==> src/rtl/encoder_layer1_scheduler_pkg.sv <==
// Shared constants and state encoding for the encoder layer-1 scheduler and its
// read arbiter; geometry matches the layer-1 convolution block.
package encoder_layer1_scheduler_pkg;

    localparam int PIXEL  = 28;
    localparam int KERNEL = 3;
    localparam int STRIDE = 1;

    localparam int L1_DATA_WIDTH = 20;
    localparam int L1_ADDR_WIDTH = 13;

    localparam int N_IN     = PIXEL * PIXEL;
    localparam int OUT_SIZE = (PIXEL - KERNEL) / STRIDE + 1;
    localparam int N_OUT    = OUT_SIZE * OUT_SIZE;

    typedef enum logic [2:0] {
        IDLE      = 3'd0,
        RST_LAYER = 3'd1,
        STREAM    = 3'd2,
        WAIT_DONE = 3'd3,
        SERVE     = 3'd4
    } state_t;

endpackage

==> src/rtl/rr_read_arbiter_2.sv <==
// Two-requester round-robin read arbiter for the layer-1 output BRAM with a
// tagged return pipeline so read data comes back to the side that asked for it.
module rr_read_arbiter_2
    import encoder_layer1_scheduler_pkg::*;
#(
    parameter int DATA_WIDTH   = L1_DATA_WIDTH,
    parameter int ADDR_WIDTH   = L1_ADDR_WIDTH,
    parameter int BRAM_LATENCY = 2
) (
    input  logic                  clk,
    input  logic                  reset,
    input  logic                  enable,
    input  logic                  req_a,
    input  logic                  req_b,
    input  logic [ADDR_WIDTH-1:0] addr_a,
    input  logic [ADDR_WIDTH-1:0] addr_b,
    output logic                  grant_a,
    output logic                  grant_b,
    output logic [ADDR_WIDTH-1:0] out_addr,
    input  logic [DATA_WIDTH-1:0] out_data,
    output logic [DATA_WIDTH-1:0] rdata,
    output logic                  rvalid_a,
    output logic                  rvalid_b,
    output logic                  addr_err
);

    localparam int DEPTH = BRAM_LATENCY + 1;
    localparam logic [ADDR_WIDTH-1:0] ADDR_LIMIT = ADDR_WIDTH'(N_OUT);

    logic                  prefer_b;
    logic [ADDR_WIDTH-1:0] grant_addr;
    logic                  grant_any;
    logic                  grant_err;
    logic [DEPTH-1:0]      vld_a_p;
    logic [DEPTH-1:0]      vld_b_p;
    logic [DEPTH-1:0]      err_p;

    // prefer_b remembers which side lost the most recent grant
    always_comb begin
        grant_a = 1'b0;
        grant_b = 1'b0;
        if (enable) begin
            if (req_a && (!req_b || !prefer_b)) begin
                grant_a = 1'b1;
            end else if (req_b) begin
                grant_b = 1'b1;
            end
        end
    end

    assign grant_addr = grant_a ? addr_a : addr_b;
    assign grant_any  = grant_a || grant_b;
    assign grant_err  = grant_addr >= ADDR_LIMIT;

    always_ff @(posedge clk) begin
        if (reset) begin
            prefer_b <= 1'b0;
            out_addr <= '0;
            vld_a_p  <= '0;
            vld_b_p  <= '0;
            err_p    <= '0;
        end else begin
            if (grant_a) begin
                prefer_b <= 1'b1;
            end else if (grant_b) begin
                prefer_b <= 1'b0;
            end
            if (grant_any && !grant_err) begin
                out_addr <= grant_addr;
            end
            // one stage for the address register, BRAM_LATENCY for the BRAM
            vld_a_p <= {vld_a_p[DEPTH-2:0], grant_a};
            vld_b_p <= {vld_b_p[DEPTH-2:0], grant_b};
            err_p   <= {err_p[DEPTH-2:0], grant_any && grant_err};
        end
    end

    assign rvalid_a = vld_a_p[DEPTH-1];
    assign rvalid_b = vld_b_p[DEPTH-1];
    assign addr_err = err_p[DEPTH-1];
    assign rdata    = ((rvalid_a || rvalid_b) && !addr_err) ? out_data : '0;

endmodule

==> src/rtl/encoder_layer1_scheduler.sv <==
// Frame sequencer for encoder layer 1: resets the layer, streams the input image,
// waits for completion, then serves time-shared reads of the layer output.
module encoder_layer1_scheduler
    import encoder_layer1_scheduler_pkg::*;
#(
    parameter int DATA_WIDTH     = L1_DATA_WIDTH,
    parameter int ADDR_WIDTH     = L1_ADDR_WIDTH,
    parameter int PIX_ADDR_WIDTH = 10,
    parameter int BRAM_LATENCY   = 2,
    parameter int RESET_CYCLES   = 2
) (
    input  logic                      clk,
    input  logic                      reset,
    input  logic                      start,
    output logic                      busy,
    output logic                      frame_done,
    output logic                      layer_reset,
    output logic                      layer_enable_read,
    input  logic                      layer_done,
    output logic [PIX_ADDR_WIDTH-1:0] pixel_addr,
    output logic [ADDR_WIDTH-1:0]     out_addr,
    input  logic [DATA_WIDTH-1:0]     out_data,
    input  logic                      req_a,
    input  logic                      req_b,
    input  logic [ADDR_WIDTH-1:0]     addr_a,
    input  logic [ADDR_WIDTH-1:0]     addr_b,
    output logic                      grant_a,
    output logic                      grant_b,
    output logic [DATA_WIDTH-1:0]     rdata,
    output logic                      rvalid_a,
    output logic                      rvalid_b,
    output logic                      addr_err
);

    localparam int CNT_W = PIX_ADDR_WIDTH + 1;
    localparam int RST_W = $clog2(RESET_CYCLES + 1);
    localparam logic [CNT_W-1:0]          ISSUE_END   = CNT_W'(N_IN);
    localparam logic [CNT_W-1:0]          STREAM_LAST = CNT_W'(N_IN + BRAM_LATENCY - 1);
    localparam logic [PIX_ADDR_WIDTH-1:0] PIX_LAST    = PIX_ADDR_WIDTH'(N_IN - 1);
    localparam logic [RST_W-1:0]          RST_LAST    = RST_W'(RESET_CYCLES - 1);

    state_t                  state;
    state_t                  state_nxt;
    logic [CNT_W-1:0]        stream_cnt;
    logic [RST_W-1:0]        rst_cnt;
    logic [BRAM_LATENCY-1:0] issue_vld_p;
    logic                    issue_vld;
    logic                    serve_en;

    always_ff @(posedge clk) begin
        if (reset) begin
            state       <= IDLE;
            rst_cnt     <= '0;
            stream_cnt  <= '0;
            issue_vld_p <= '0;
        end else begin
            state      <= state_nxt;
            rst_cnt    <= (state == RST_LAYER) ? rst_cnt + 1'b1 : '0;
            stream_cnt <= (state == STREAM) ? stream_cnt + 1'b1 : '0;
            // enable lines up with pixel data leaving the image BRAM
            issue_vld_p[0] <= issue_vld;
            for (int i = 1; i < BRAM_LATENCY; i++) begin
                issue_vld_p[i] <= issue_vld_p[i-1];
            end
        end
    end

    always_comb begin
        state_nxt = state;
        case (state)
            IDLE:      if (start) state_nxt = RST_LAYER;
            RST_LAYER: if (rst_cnt == RST_LAST) state_nxt = STREAM;
            STREAM:    if (stream_cnt == STREAM_LAST) state_nxt = WAIT_DONE;
            WAIT_DONE: if (layer_done) state_nxt = SERVE;
            SERVE:     if (start) state_nxt = RST_LAYER;
            default:   state_nxt = IDLE;
        endcase
    end

    assign issue_vld         = (state == STREAM) && (stream_cnt < ISSUE_END);
    assign layer_reset       = (state == IDLE) || (state == RST_LAYER);
    assign busy              = (state == RST_LAYER) || (state == STREAM) || (state == WAIT_DONE);
    assign frame_done        = (state == SERVE);
    assign layer_enable_read = issue_vld_p[BRAM_LATENCY-1];
    assign pixel_addr        = (state != STREAM)          ? '0 :
                               (stream_cnt < ISSUE_END)   ? stream_cnt[PIX_ADDR_WIDTH-1:0] :
                                                            PIX_LAST;
    // a restart in SERVE cuts off new grants in the same cycle
    assign serve_en          = (state == SERVE) && !start;

    rr_read_arbiter_2 #(
        .DATA_WIDTH   (DATA_WIDTH),
        .ADDR_WIDTH   (ADDR_WIDTH),
        .BRAM_LATENCY (BRAM_LATENCY)
    ) u_arb (
        .clk      (clk),
        .reset    (reset),
        .enable   (serve_en),
        .req_a    (req_a),
        .req_b    (req_b),
        .addr_a   (addr_a),
        .addr_b   (addr_b),
        .grant_a  (grant_a),
        .grant_b  (grant_b),
        .out_addr (out_addr),
        .out_data (out_data),
        .rdata    (rdata),
        .rvalid_a (rvalid_a),
        .rvalid_b (rvalid_b),
        .addr_err (addr_err)
    );

endmodule
==> config.mk <==
export PLATFORM = sky130hd
export DESIGN_NAME = encoder_layer1_scheduler
export DESIGN_NICKNAME = d
export VERILOG_FILES = /design/src/rtl/encoder_layer1_scheduler_pkg.sv /design/src/rtl/rr_read_arbiter_2.sv /design/src/rtl/encoder_layer1_scheduler.sv
export SDC_FILE = /design/constraint.sdc
export NUM_CORES = 1
export LEC_CHECK = 0
export ABC_AREA = 1
export CAP_MARGIN = 0
export CORE_MARGIN = 1
export CORE_UTILIZATION = 30
export CTS_CLUSTER_DIAMETER = 50
export DETAILED_ROUTE_END_ITERATION = 10
export DONT_BUFFER_PORTS = 1
export PLACE_DENSITY = 0.51
export RECOVER_POWER = 50
export SLEW_MARGIN = 20
export SYNTH_ARGS = -nofsm -noshare
export SYNTH_HDL_FRONTEND = slang
export SYNTH_SLANG_ARGS = --single-unit
==> constraint.sdc <==
create_clock -name clk -period 2.47 [get_ports clk]
set_input_delay 0.3705 -clock clk [delete_from_list [all_inputs] [get_ports clk]]
set_output_delay 0.3705 -clock clk [all_outputs]
set_load 0.02 [all_outputs]
==> results.json <==
{
  "antenna_found_initial": 0,
  "synth_compound_area_frac": 0.102,
  "diodes": 0,
  "clk_latency_ps": 310,
  "ir_drop_uv": 290,
  "overflow": 0,
  "drive_above_1_share": 0.0778,
  "rows": 30,
  "cts_tree": "done",
  "start_kind": "register",
  "grt_first_pass_wirelength_mm": 7.76,
  "hold_class": "in2reg",
  "netlist_area_um2": 2220,
  "path_class": "reg2reg",
  "fmaxAchievable_mhz": 460,
  "maxSlewViolCount": 0,
  "syn_avg_cell_area_um2": 6.53,
  "routed_wl_mm": 5.08,
  "period_share": 0.881,
  "place_inst": 431,
  "tightest_slew_ps": 670,
  "num_io_pins": 104,
  "synth_adder_area_share": 0.0169,
  "gp_congestion": 0.799,
  "htreeDepth": 2,
  "post_synth_xor_area_fraction": 0.00395,
  "synth.area.top_cells": "dfxtp_1 (37%), inv_1 (14%), nor2_1 (11%)",
  "dieWidth_um": 88.0,
  "cts_hold_buf": 0,
  "numCtsBuffers": 5,
  "tns_ps": 0,
  "ys.flop_type": "dfxtp_1",
  "drtAntennaViolNets": 0,
  "synth_cell_types": 34,
  "synth_edf_count": 0,
  "synth_simple_gate_area_frac": 0.326,
  "clockBufferDepth": 2,
  "worstPathCellList": "nor2_4 > nand3_4 > nor2_8 > nand2_1 > o21ai_2 > inv_1 > nor2_1 > nand3_2 > nand3_4 > nand2_1 > inv_1 > nor2_1",
  "vias": 1975,
  "synth_top_area_cell": "dfxtp_1",
  "die_h_um": 88.0,
  "synth_top_family_by_area": "simple AND/OR/NAND/NOR gates",
  "first_pass_iters": 4,
  "dp_slack_ps": 209,
  "nNetsFinal": 401,
  "async_flop_share": 0,
  "ys_seq_elements": 41,
  "post_cts_resized": 0,
  "viasPerCell": 4.46,
  "power_density_nw_per_um2": 628,
  "syn-num-nets": 395,
  "slowest_stage": "dfxtp_1",
  "fp.dieArea_um2": 7750,
  "maxCapViolCount": 0,
  "core_um2": 6980,
  "end_kind": "register",
  "remaining_drc_errors": 0,
  "skew_ps": 14.8,
  "setup_viol": 0,
  "synth_warnings": 0,
  "synth_top_cell_area_share": 0.370,
  "fin_cells": 443,
  "cts_root_buffer": "clkbuf_8",
  "whs_ps": 124,
  "layout_common_cells": "inv_1 (85), nor2_1 (65), nand2_1 (58), dfxtp_1 (41), o21ai_0 (17)",
  "worst_slack_ps": 294,
  "numClockSinks": 41,
  "timing.final.crit_period_ps": 2180,
  "synth_cells": 340,
  "clk_pin_slew_worst_paths_ps": 90,
  "grt_use_total": 0.131,
  "start_util": 0.318,
  "critPathRequiredTime_ps": 2670,
  "grt_pass1_vias": 1710,
  "hold_violations": 0,
  "cpPeakStageDelay_ps": 370,
  "io_buffers": 0,
  "crit_arrival_ps": 2370,
  "grt_max_degree": 22,
  "crit_path_max_fanout": 16,
  "power_leakage_nw": 1.13,
  "status": "finished clean",
  "synth.area.mux_share": 0.00902,
  "slew_headroom": 0.548,
  "num-fill-cells": 776,
  "dpl.hpwl_mm": 3.69,
  "area_delta_synth_final_pct": 8.85,
  "layout_commonest_cell": "inv_1",
  "rsz0062_at_grt": "no",
  "seq_area_frac_synth": 0.370,
  "drt_iter0_drc": 78,
  "avgRoutedWirePerCell_um": 11.5
}
power breakdown:
part	switching (mW)	leakage [nW]	internal, mW
logic	0.234	0.753	0.0993
registers	0.0403	0.331	0.695
clock network	0.252	0.0450	0.197
total	0.526	1.13	0.991
path summary, 6_finish.rpt:
kind	start	end	slack, ps	depth (start not counted)
worst max-delay path	state[0]	u_arb.out_addr[1]	290	12
worst min-delay path	reset	state[2]	120	1
worst max register to register	state[0]	u_arb.out_addr[1]	290	12
worst min register to register	u_arb.vld_a_p[1]	u_arb.vld_a_p[2]	400	2
logic make-up (layout without fill, tap and decap cells):
group | count (synthesis) | count (layout)
AO/OA/AOI/OAI | 38 | 38
XOR/XNOR | 1 | 1
adder cells (fa/ha/maj) | 3 | 3
buffers and inverters | 95 | 101
flip-flops | 41 | 41
multiplexers | 2 | 2
AND/OR/NAND/NOR | 160 | 161
timing repair:
action	CTS	global route
setup endpoints to repair	0	7
setup buffers	0	3
endpoints found under the hold margin	0	0
state kept, by name, summed over array words and instances, names as in the netlist:
| signal | cells |
|---|---|
| stream_cnt | 11 |
| state | 3 |
| u_arb.vld_b_p | 3 |
| u_arb.prefer_b | 1 |
| issue_vld_p | 2 |
| u_arb.out_addr | 13 |
| rst_cnt | 2 |
| u_arb.err_p | 3 |
| u_arb.vld_a_p | 3 |
cells in the mapped netlist, types with 2 or more instances:
cell type / number
a21oi_1: 11
buf_6: 3
clkbuf_1: 4
dfxtp_1: 41
ha_1: 3
inv_1: 85
mux2i_1: 2
nand2_1: 57
nand2_2: 6
nand3_1: 9
nand3_4: 2
nand4_1: 9
nor2_1: 65
nor3_1: 6
o21ai_0: 17
o21bai_1: 2
worst max-delay path: cells and delay by family, from the launching register on:
| family | cells | cell delay [ps] |
|---|---|---|
| buf+inv | 2 | 120 |
| simple gates | 9 | 1480 |
| flops | 1 | 370 |
| compound gates | 1 | 100 |
final cells by class:
class,count,area (µm²),area share
multi-input cells,205,1030,0.426
flip-flops and latches,41,821,0.340
clock inverters,2,10.0,0.00414
repair buffers,6,37.5,0.0155
inverters,87,327,0.135
well taps,96,120,0.0497
clock buffers,6,72.6,0.0300
per-layer routing:
metal	part of all wire	vias up	global-route usage
met5	0	-	0
met4	0.020	0	0.0572
met3	0.074	9	0.0386
met2	0.45	74	0.205
met1	0.46	855	0.167
li1	-	1037	-
per-stage QoR:
step	instance area, µm²	utilization	power [mW]
detailed placement	2310	0.330	1.09
floorplan	2220	-	1.01
finish	2420	0.346	1.52
global route	2420	0.346	1.62
CTS	2390	0.342	1.54
global placement	2310	0.330	1.09
(Power assumes the default switching activity.)
